===== src/rtl/rtc_disp_pkg.sv =====
// Shared constants for the RTC 7-segment scanner: active-low segment
// codes {g,f,e,d,c,b,a} and the scan FSM state encoding.
package rtc_disp_pkg;

  typedef enum logic {
    BLANK = 1'b0,
    DRIVE = 1'b1
  } scan_state_e;

  localparam logic [6:0] SEG_0    = 7'h40;
  localparam logic [6:0] SEG_1    = 7'h79;
  localparam logic [6:0] SEG_2    = 7'h24;
  localparam logic [6:0] SEG_3    = 7'h30;
  localparam logic [6:0] SEG_4    = 7'h19;
  localparam logic [6:0] SEG_5    = 7'h12;
  localparam logic [6:0] SEG_6    = 7'h02;
  localparam logic [6:0] SEG_7    = 7'h78;
  localparam logic [6:0] SEG_8    = 7'h00;
  localparam logic [6:0] SEG_9    = 7'h10;
  localparam logic [6:0] SEG_DASH = 7'h3F;
  localparam logic [6:0] SEG_OFF  = 7'h7F;

endpackage


===== src/rtl/rtc_display_scan_bcd_to_7seg.sv =====
// Combinational BCD to active-low 7-segment decoder.
// Invalid BCD codes (10..15) render as a dash.
module bcd_to_7seg
  import rtc_disp_pkg::*;
(
  input  logic [3:0] bcd,
  output logic [6:0] seg
);

  always_comb begin
    seg = SEG_DASH;
    case (bcd)
      4'd0:    seg = SEG_0;
      4'd1:    seg = SEG_1;
      4'd2:    seg = SEG_2;
      4'd3:    seg = SEG_3;
      4'd4:    seg = SEG_4;
      4'd5:    seg = SEG_5;
      4'd6:    seg = SEG_6;
      4'd7:    seg = SEG_7;
      4'd8:    seg = SEG_8;
      4'd9:    seg = SEG_9;
      default: seg = SEG_DASH;
    endcase
  end

endmodule


===== src/rtl/rtc_display_scan.sv =====
// Time-multiplexed common-anode 7-segment scanner with per-frame snapshot.
// Optional leading-zero blanking of the top digit: define RTC_DISP_LZB_EN.
module rtc_display_scan
  import rtc_disp_pkg::*;
#(
  parameter int unsigned DIV        = 50000,
  parameter int unsigned GUARD      = 16,
  parameter int unsigned NUM_DIGITS = 6,
  parameter logic [NUM_DIGITS-1:0] DP_MASK = 6'b010100
) (
  input  logic                    clk,
  input  logic                    rset,
  input  logic [4*NUM_DIGITS-1:0] digits,
  output logic [6:0]              seg,
  output logic                    dp,
  output logic [NUM_DIGITS-1:0]   an
);

  localparam int unsigned CW = (DIV > 1) ? $clog2(DIV) : 1;
  localparam int unsigned IW = (NUM_DIGITS > 1) ? $clog2(NUM_DIGITS) : 1;

  logic [CW-1:0]           cnt_q, cnt_d;
  logic [IW-1:0]           idx_q, idx_d;
  logic [4*NUM_DIGITS-1:0] shadow_q, shadow_d;
  scan_state_e             state_q, state_d;
  logic [6:0]              seg_q, seg_d;
  logic                    dp_q, dp_d;
  logic [NUM_DIGITS-1:0]   an_q, an_d;

  logic       cnt_last;
  logic       idx_last;
  logic [3:0] cur_digit;
  logic [6:0] dec_seg;
  logic       lzb_hide;

  assign cnt_last  = (cnt_q == CW'(DIV - 1));
  assign idx_last  = (idx_q == IW'(NUM_DIGITS - 1));
  assign cur_digit = shadow_q[{idx_q, 2'b00} +: 4];

  bcd_to_7seg u_dec (
    .bcd (cur_digit),
    .seg (dec_seg)
  );

`ifdef RTC_DISP_LZB_EN
  assign lzb_hide = idx_last && (cur_digit == 4'd0);
`else
  assign lzb_hide = 1'b0;
`endif

  // Prescaler, digit index and the single frame-boundary snapshot point
  always_comb begin
    cnt_d    = cnt_last ? '0 : cnt_q + 1'b1;
    idx_d    = idx_q;
    shadow_d = shadow_q;
    if (cnt_last) begin
      idx_d = idx_last ? '0 : idx_q + 1'b1;
      if (idx_last) begin
        shadow_d = digits;
      end
    end
  end

  always_comb begin
    state_d = state_q;
    case (state_q)
      BLANK:   if (cnt_d == CW'(GUARD)) state_d = DRIVE;
      DRIVE:   if (cnt_last) state_d = BLANK;
      default: state_d = BLANK;
    endcase
  end

  always_comb begin
    an_d  = '1;
    seg_d = SEG_OFF;
    dp_d  = 1'b1;
    if (state_q == DRIVE && !lzb_hide) begin
      an_d[idx_q] = 1'b0;
      seg_d       = dec_seg;
      dp_d        = ~DP_MASK[idx_q];
    end
  end

  always_ff @(posedge clk) begin
    if (rset) begin
      cnt_q    <= '0;
      idx_q    <= '0;
      shadow_q <= '0;
      state_q  <= BLANK;
      seg_q    <= SEG_OFF;
      dp_q     <= 1'b1;
      an_q     <= '1;
    end else begin
      cnt_q    <= cnt_d;
      idx_q    <= idx_d;
      shadow_q <= shadow_d;
      state_q  <= state_d;
      seg_q    <= seg_d;
      dp_q     <= dp_d;
      an_q     <= an_d;
    end
  end

  assign seg = seg_q;
  assign dp  = dp_q;
  assign an  = an_q;

endmodule


===== config.mk =====
export PLATFORM = sky130hd
export DESIGN_NAME = rtc_display_scan
export DESIGN_NICKNAME = d
export VERILOG_FILES = /design/src/rtl/rtc_disp_pkg.sv /design/src/rtl/rtc_display_scan_bcd_to_7seg.sv /design/src/rtl/rtc_display_scan.sv
export SDC_FILE = /design/constraint.sdc
export NUM_CORES = 1
export LEC_CHECK = 0
export BUFFER_PORTS_ARGS = -buffer_cell sky130_fd_sc_hd__buf_4
export CAP_MARGIN = 5
export CORE_MARGIN = 2
export CORE_UTILIZATION = 61
export DETAILED_ROUTE_END_ITERATION = 12
export PLACE_DENSITY_LB_ADDON = 0.12
export SETUP_SLACK_MARGIN = 0.15
export SYNTH_ARGS = -nofsm -noshare
export SYNTH_HDL_FRONTEND = slang
export SYNTH_SLANG_ARGS = --single-unit

===== constraint.sdc =====
create_clock -name clk -period 6.05 [get_ports clk]
set_input_delay 0.605 -clock clk [delete_from_list [all_inputs] [get_ports clk]]
set_output_delay 0.605 -clock clk [all_outputs]
set_load 0.02 [all_outputs]

Word level (Yosys, flattened, before mapping)
Memory sizes are Yosys's and may differ from the RTL's. A register that Yosys moved wholly into a read port is not among the register bits.
Cells that the tools add are included.
Widths: inputs -> output; s select.
{"block": "word_totals", "register_bits": 51, "romBits": 120, "inputBits": 26, "output_inout_bits": 14, "elab_cells": 32, "mem_count": 2}
{"block": "op_classes", "add_sub_neg": 2, "n_lt_le_gt_ge": 2, "n_eq_ne": 3, "shifts": 1, "n_mux": 10, "n_bitwise": 3, "n_reduce_logical": 3}
{"memory": "(no name shown)", "words": 16, "word_bits": 7, "rd": 1, "rd_clocked_by_memory_dff": 1, "wr": 0, "line": "rtc_display_scan_bcd_to_7seg.sv:12", "source": "case (bcd)"}
{"memory": "(no name shown)", "words": 8, "word_bits": 1, "rd": 1, "rd_clocked_by_memory_dff": 1, "wr": 0, "line": "rtc_display_scan.sv:80", "source": "dp_d = ~DP_MASK[idx_q];"}
{"op": "$shiftx 24x6->4", "n": 1}
{"op": "$add 16x1->16 const B", "n": 1}
{"op": "$eq 16x16->1 const B", "n": 1}
{"op": "$eq 16x5->1 const B", "n": 1}
{"op": "$mux 16", "n": 1}
{"op": "$mux 3", "n": 3}
{"op": "$not 6->6", "n": 1}
{"op": "$lt 3x4->1 const B", "n": 1}
{"op": "$mux 1", "n": 4}
{"op": "$add 3x1->3 const B", "n": 1}
{"op": "$demux 1 s3", "n": 1}
{"op": "$eq 3x3->1 const B", "n": 1}
{"op": "$ge 3x1->1 const B", "n": 1}
{"op": "$not 1->1", "n": 2}
{"op": "$pmux 1 s2", "n": 1}
{"op": "$reduce_and 2->1", "n": 1}
{"op": "$reduce_or 2->1", "n": 1}
{"op": "$logic_and 1x1->1", "n": 1}

Longest topological paths before layout
{"block": "logic_depth", "ltp_word": 5, "ltp_mapped": 9, "depth_no_buf": 7}

Cells and area by module
A second synthesis with hierarchy kept.
{"block": "hier_totals", "hier_cells": 325, "hier_area_um2": 2736.4}
{"module": "rtc_display_scan", "n_inst": 1, "cells_per_inst": 294, "area_each_um2": 2512.4, "seq_area_each_um2": 1181.1}
{"module": "bcd_to_7seg", "n_inst": 1, "cells_per_inst": 31, "area_each_um2": 224.0, "seq_area_each_um2": 0.0}

Least setup slack after synthesis
No wires, ideal clock.
{"block": "synth_path", "path_type": "register to register", "from": "reg idx_q[0]", "to": "reg seg_q[3], in the netlist seg[3]", "setup_ps": 128, "arrival_ps": 1979, "t_required_ps": 5922, "path_slack_ps": 3943, "path_stages_with_launch": 10, "n_path_buf": 2, "synth_period_minus_slack_ps": 2107, "path_cell_list": "dfxtp_1 -> buf_6 -> buf_6 -> mux4_2 -> a22oi_1 -> inv_1 -> ha_1 -> o21ai_1 -> a22o_1 -> nand2_1"}
{"block": "synth_via", "elab_chain_len": 1}
{"item": "start, declared", "line": "rtc_display_scan.sv:23", "source": "logic [IW-1:0] idx_q, idx_d;"}
{"item": "start signal, assigned", "line": "rtc_display_scan.sv:95", "source": "idx_q <= idx_d;"}
{"item": "$shiftx 24x6->4", "line": "rtc_display_scan.sv:38", "source": "assign cur_digit = shadow_q[{idx_q, 2'b00} +: 4];"}
{"item": "end, declared", "line": "rtc_display_scan.sv:26", "source": "logic [6:0] seg_q, seg_d;"}
No other way between the ends.
A chain may end at the register's enable or synchronous reset.

Final worst setup path
Ends and elaborated chain as after synthesis.

==> impl_metrics.csv <==
group,metric,value,unit
place,place.gp.congestion,0.806,
routing,routed_via_density,5.35,
setup_path,crit_path_max_fanout,14,
routing,drt_iter0_drc,137,
logic_synthesis,yosysSeqAreaShare,43.0,%
setup_path,crit_arrival,2.75,ns
clock_network,htree_num_levels,3,
timing,fin_crit_sh,42.5,%
floorplan,initial_utilization,63.0,%
setup_path,critical_path_class,"reg -> reg",
timing,fmax,0.388,GHz
timing,maxSlewViolCount,0,
finish,layoutNonFillerInstCount,400,
power_and_ir_drop,powerDensity,237,mW/mm^2
timing,maxSlewHeadroom,42.8,%
clock_network,cts_tree,"yes",
routing,avgRoutedWirePerCell,12.9,um
power_and_ir_drop,intPower,598,uW
power_and_ir_drop,seqPwrFrac,52.6,%
timing,clock_skew,0.00495,ns
power_and_ir_drop,p_sw,149,uW
routing,drc,0,
floorplan,ios,40,
routing,ant_nets,0,
grt,antenna_found_initial,0,
hold_path,hold_class,"reg -> reg",
grt,grt_remaining_overflow,0,
grt,track_usage,22.2,%
logic_synthesis,synth_edf_count,0,
setup_path,worstRegToRegCells,7,
place,portBuffers,39,
power_and_ir_drop,ir_drop,150,uV
setup_path,critPathSlowestCell,"dfxtp_1",
timing,worstMarginPinSlew,0.857,ns
logic_synthesis,ys_types,48,
power_and_ir_drop,power_frac_clock,44.7,%
routing,wl,5150,um
timing,period_needed,2.57,ns
setup_path,worstSetupEndpointType,"flop",
timing,rsz0062_at_grt,"false",
floorplan,die_h,71.1,um
floorplan,fp.dieW,71.1,um
place,hpwl,3570,um
clock_network,cts_buffers,9,
timing,finalSetupViolations,0,
routing,via_count,2140,
power_and_ir_drop,p_leak,1.19,nW
power_and_ir_drop,finalPower,747,uW
clock_network,cts_buffer_depth,2,
logic_synthesis,async_reset_ff_share,0,%
finish,fin_util,72.5,%
power_and_ir_drop,p_sw_share,19.9,%
finish,drive_above_1_share,21.0,%
hold_path,worstHoldPathCells,1,
grt,grt_max_degree,38,
floorplan,die-area,0.00505,mm^2
logic_synthesis,syn_nets,351,
setup_path,cp-start-kind,"flop",
logic_synthesis,synth-seq-cells,59,
logic_synthesis,syn_area_per_cell,8.63,um^2
floorplan,row_count,24,
place,dp.cells,386,
clock_network,clock-sinks,59,
clock_network,cts_setup_buffers,0,
power_and_ir_drop,p_comb_share,2.8,%
setup_path,critical_path_required,6.23,ns
routing,dr.pass1.iters,4,
timing,hold_viol,0,
grt,grt_pass1_wl,8830,um
setup_path,crit_chain,"mux4_2 -> a22oi_1 -> inv_1 -> ha_1 -> o21ai_1 -> a22o_1 -> nand2_1",
timing,tns,0,ns
grt,grt_pass1_vias,1945,
finish,area_growth,15.0,%
clock_network,ctsResizeCount,0,
logic_synthesis,synth_area,0.00274,mm^2
job,cap_violations,0,
logic_synthesis,synth_ff_type,"dfxtp_1",
floorplan,core,0.00435,mm^2
clock_network,clk_latency,0.32,ns
logic_synthesis,yosys_warnings,0,
finish,final_nets,378,
clock_network,clockRootBuffer,"clkbuf_8",
setup_path,critPathMaxStageDelay,0.73,ns
finish,insertedDiodeCount,0,
run_status,status,"complete, no violations",
clock_network,clkTransAtPathRegs,0.06,ns
clock_network,ctsHoldBuffers,0,
logic_synthesis,synth_cells,318,
state kept, by name (all words and copies together) (netlist names), named ones only:
signal    flops
state_q       1
seg           7
idx_q         3
dp            1
an            6
shadow_q     24
cnt_q        16
final timing paths:
path / from / endpoint / slack [ns]
worst min-delay path: flop / dp$_SDFF_PP1_ / 0.36
worst min register to register: flop / dp$_SDFF_PP1_ / 0.36
worst max register to register: idx_q[0]$_SDFFE_PP0N_ / seg[3]$_SDFF_PP1_ / 3.48
worst max-delay path: idx_q[0]$_SDFFE_PP0N_ / seg[3]$_SDFF_PP1_ / 3.48
cells in the final DEF (no fill, tap or decap), types with 2 or more instances in the layout:
| cell | synthesis | layout |
|---|---|---|
| nand2_1 | 66 | 66 |
| dfxtp_1 | 59 | 59 |
| buf_4 | 5 | 40 |
| a21oi_1 | 32 | 32 |
| nor2_1 | 30 | 30 |
| nand3_1 | 10 | 10 |
| clkbuf_8 | 0 | 10 |
| xor2_1 | 7 | 7 |
| xnor2_1 | 7 | 7 |
| ha_1 | 7 | 7 |
| mux2_2 | 6 | 6 |
| nor2b_1 | 6 | 6 |
| inv_1 | 5 | 5 |
| mux2i_1 | 5 | 5 |
| mux4_2 | 4 | 4 |
| and3_1 | 4 | 4 |
| nand4_1 | 4 | 4 |
| nand2b_1 | 4 | 4 |
| o21ai_1 | 3 | 3 |
| o21ai_0 | 3 | 3 |
| nor3b_1 | 3 | 3 |
| nor4bb_1 | 2 | 2 |
| or2_2 | 2 | 2 |
| a22o_1 | 2 | 2 |
| o2bb2ai_1 | 2 | 2 |
| o22ai_1 | 2 | 2 |
| clkinv_2 | 0 | 2 |
critical path, delay by kind of cell (launching register included):
family,cells,cell delay (ns)
fa+ha+maj,1,0.20
flops,1,0.73
buf+inv,1,0.13
compound gates,3,0.73
mux,1,0.59
simple gates,1,0.05
power groups by stage:
stage               clock network (mW)  logic [mW]  registers, mW
floorplan                            0     0.00855          0.400
global placement                     0      0.0205          0.401
detailed placement                   0      0.0206          0.401
CTS                              0.340      0.0208          0.393
global route                     0.350      0.0228          0.393
finish                           0.333      0.0206          0.393
metrics by stage:
| step | hold slack [ns] | area (um^2) | worst slack, ns |
|---|---|---|---|
| final | 0.361 | 3160 | 3.48 |
| after global routing | 0.363 | 3160 | 3.21 |
| after CTS | 0.363 | 3160 | 3.48 |
| after detailed placement | 0.350 | 2970 | 3.48 |
| after global placement | 0.347 | 2970 | 3.64 |
| after floorplan | 0.343 | 2740 | 3.94 |
cells by family (layout without fill, tap and decap cells):
logic type	after synthesis	in the layout	synth area share, %
simple gates	140	140	24.1
flops	59	59	43.0
compound gates	53	53	11.5
buf+inv	29	59	5.61
mux	16	16	8.12
xor+xnor	14	14	4.47
fa+ha+maj	7	7	3.19
metal layers:
layer | part of all wire, % | wire, um | global-route usage (%) | vias to the layer above
met2 | 43 | 2190 | 31.9 | 55
met5 | 0 | 0 | 0 | -
met4 | 1.4 | 74 | 10.1 | 0
met1 | 50 | 2580 | 32.4 | 950
met3 | 5.7 | 294 | 4.27 | 8
li1 | - | - | - | 1127
final cells by class:
class	count	area [um^2]
repair buffers	40	300
clock inverters	3	40.0
clock buffers	11	141
multi-input cells	230	1410
flip-flops and latches	59	1180
fillers	346	1200
inverters	5	18.8
well taps	52	65.1
cells in the mapped netlist, types with 3 or more instances:
library cell | number | area (um^2)
a21oi_1 | 32 | 160
and3_1 | 4 | 25.0
buf_2 | 9 | 45.0
buf_4 | 5 | 37.5
clkbuf_1 | 7 | 26.3
dfxtp_1 | 59 | 1180
ha_1 | 7 | 87.6
inv_1 | 5 | 18.8
mux2_2 | 6 | 67.6
mux2i_1 | 5 | 50.1
mux4_2 | 4 | 90.1
nand2_1 | 66 | 248
nand2b_1 | 4 | 25.0
nand3_1 | 10 | 50.1
nand4_1 | 4 | 25.0
nor2_1 | 30 | 113
nor2b_1 | 6 | 37.5
nor3b_1 | 3 | 22.5
o21ai_0 | 3 | 15.0
o21ai_1 | 3 | 15.0
xnor2_1 | 7 | 61.3
xor2_1 | 7 | 61.3
Power figures use the tool's default switching activity.
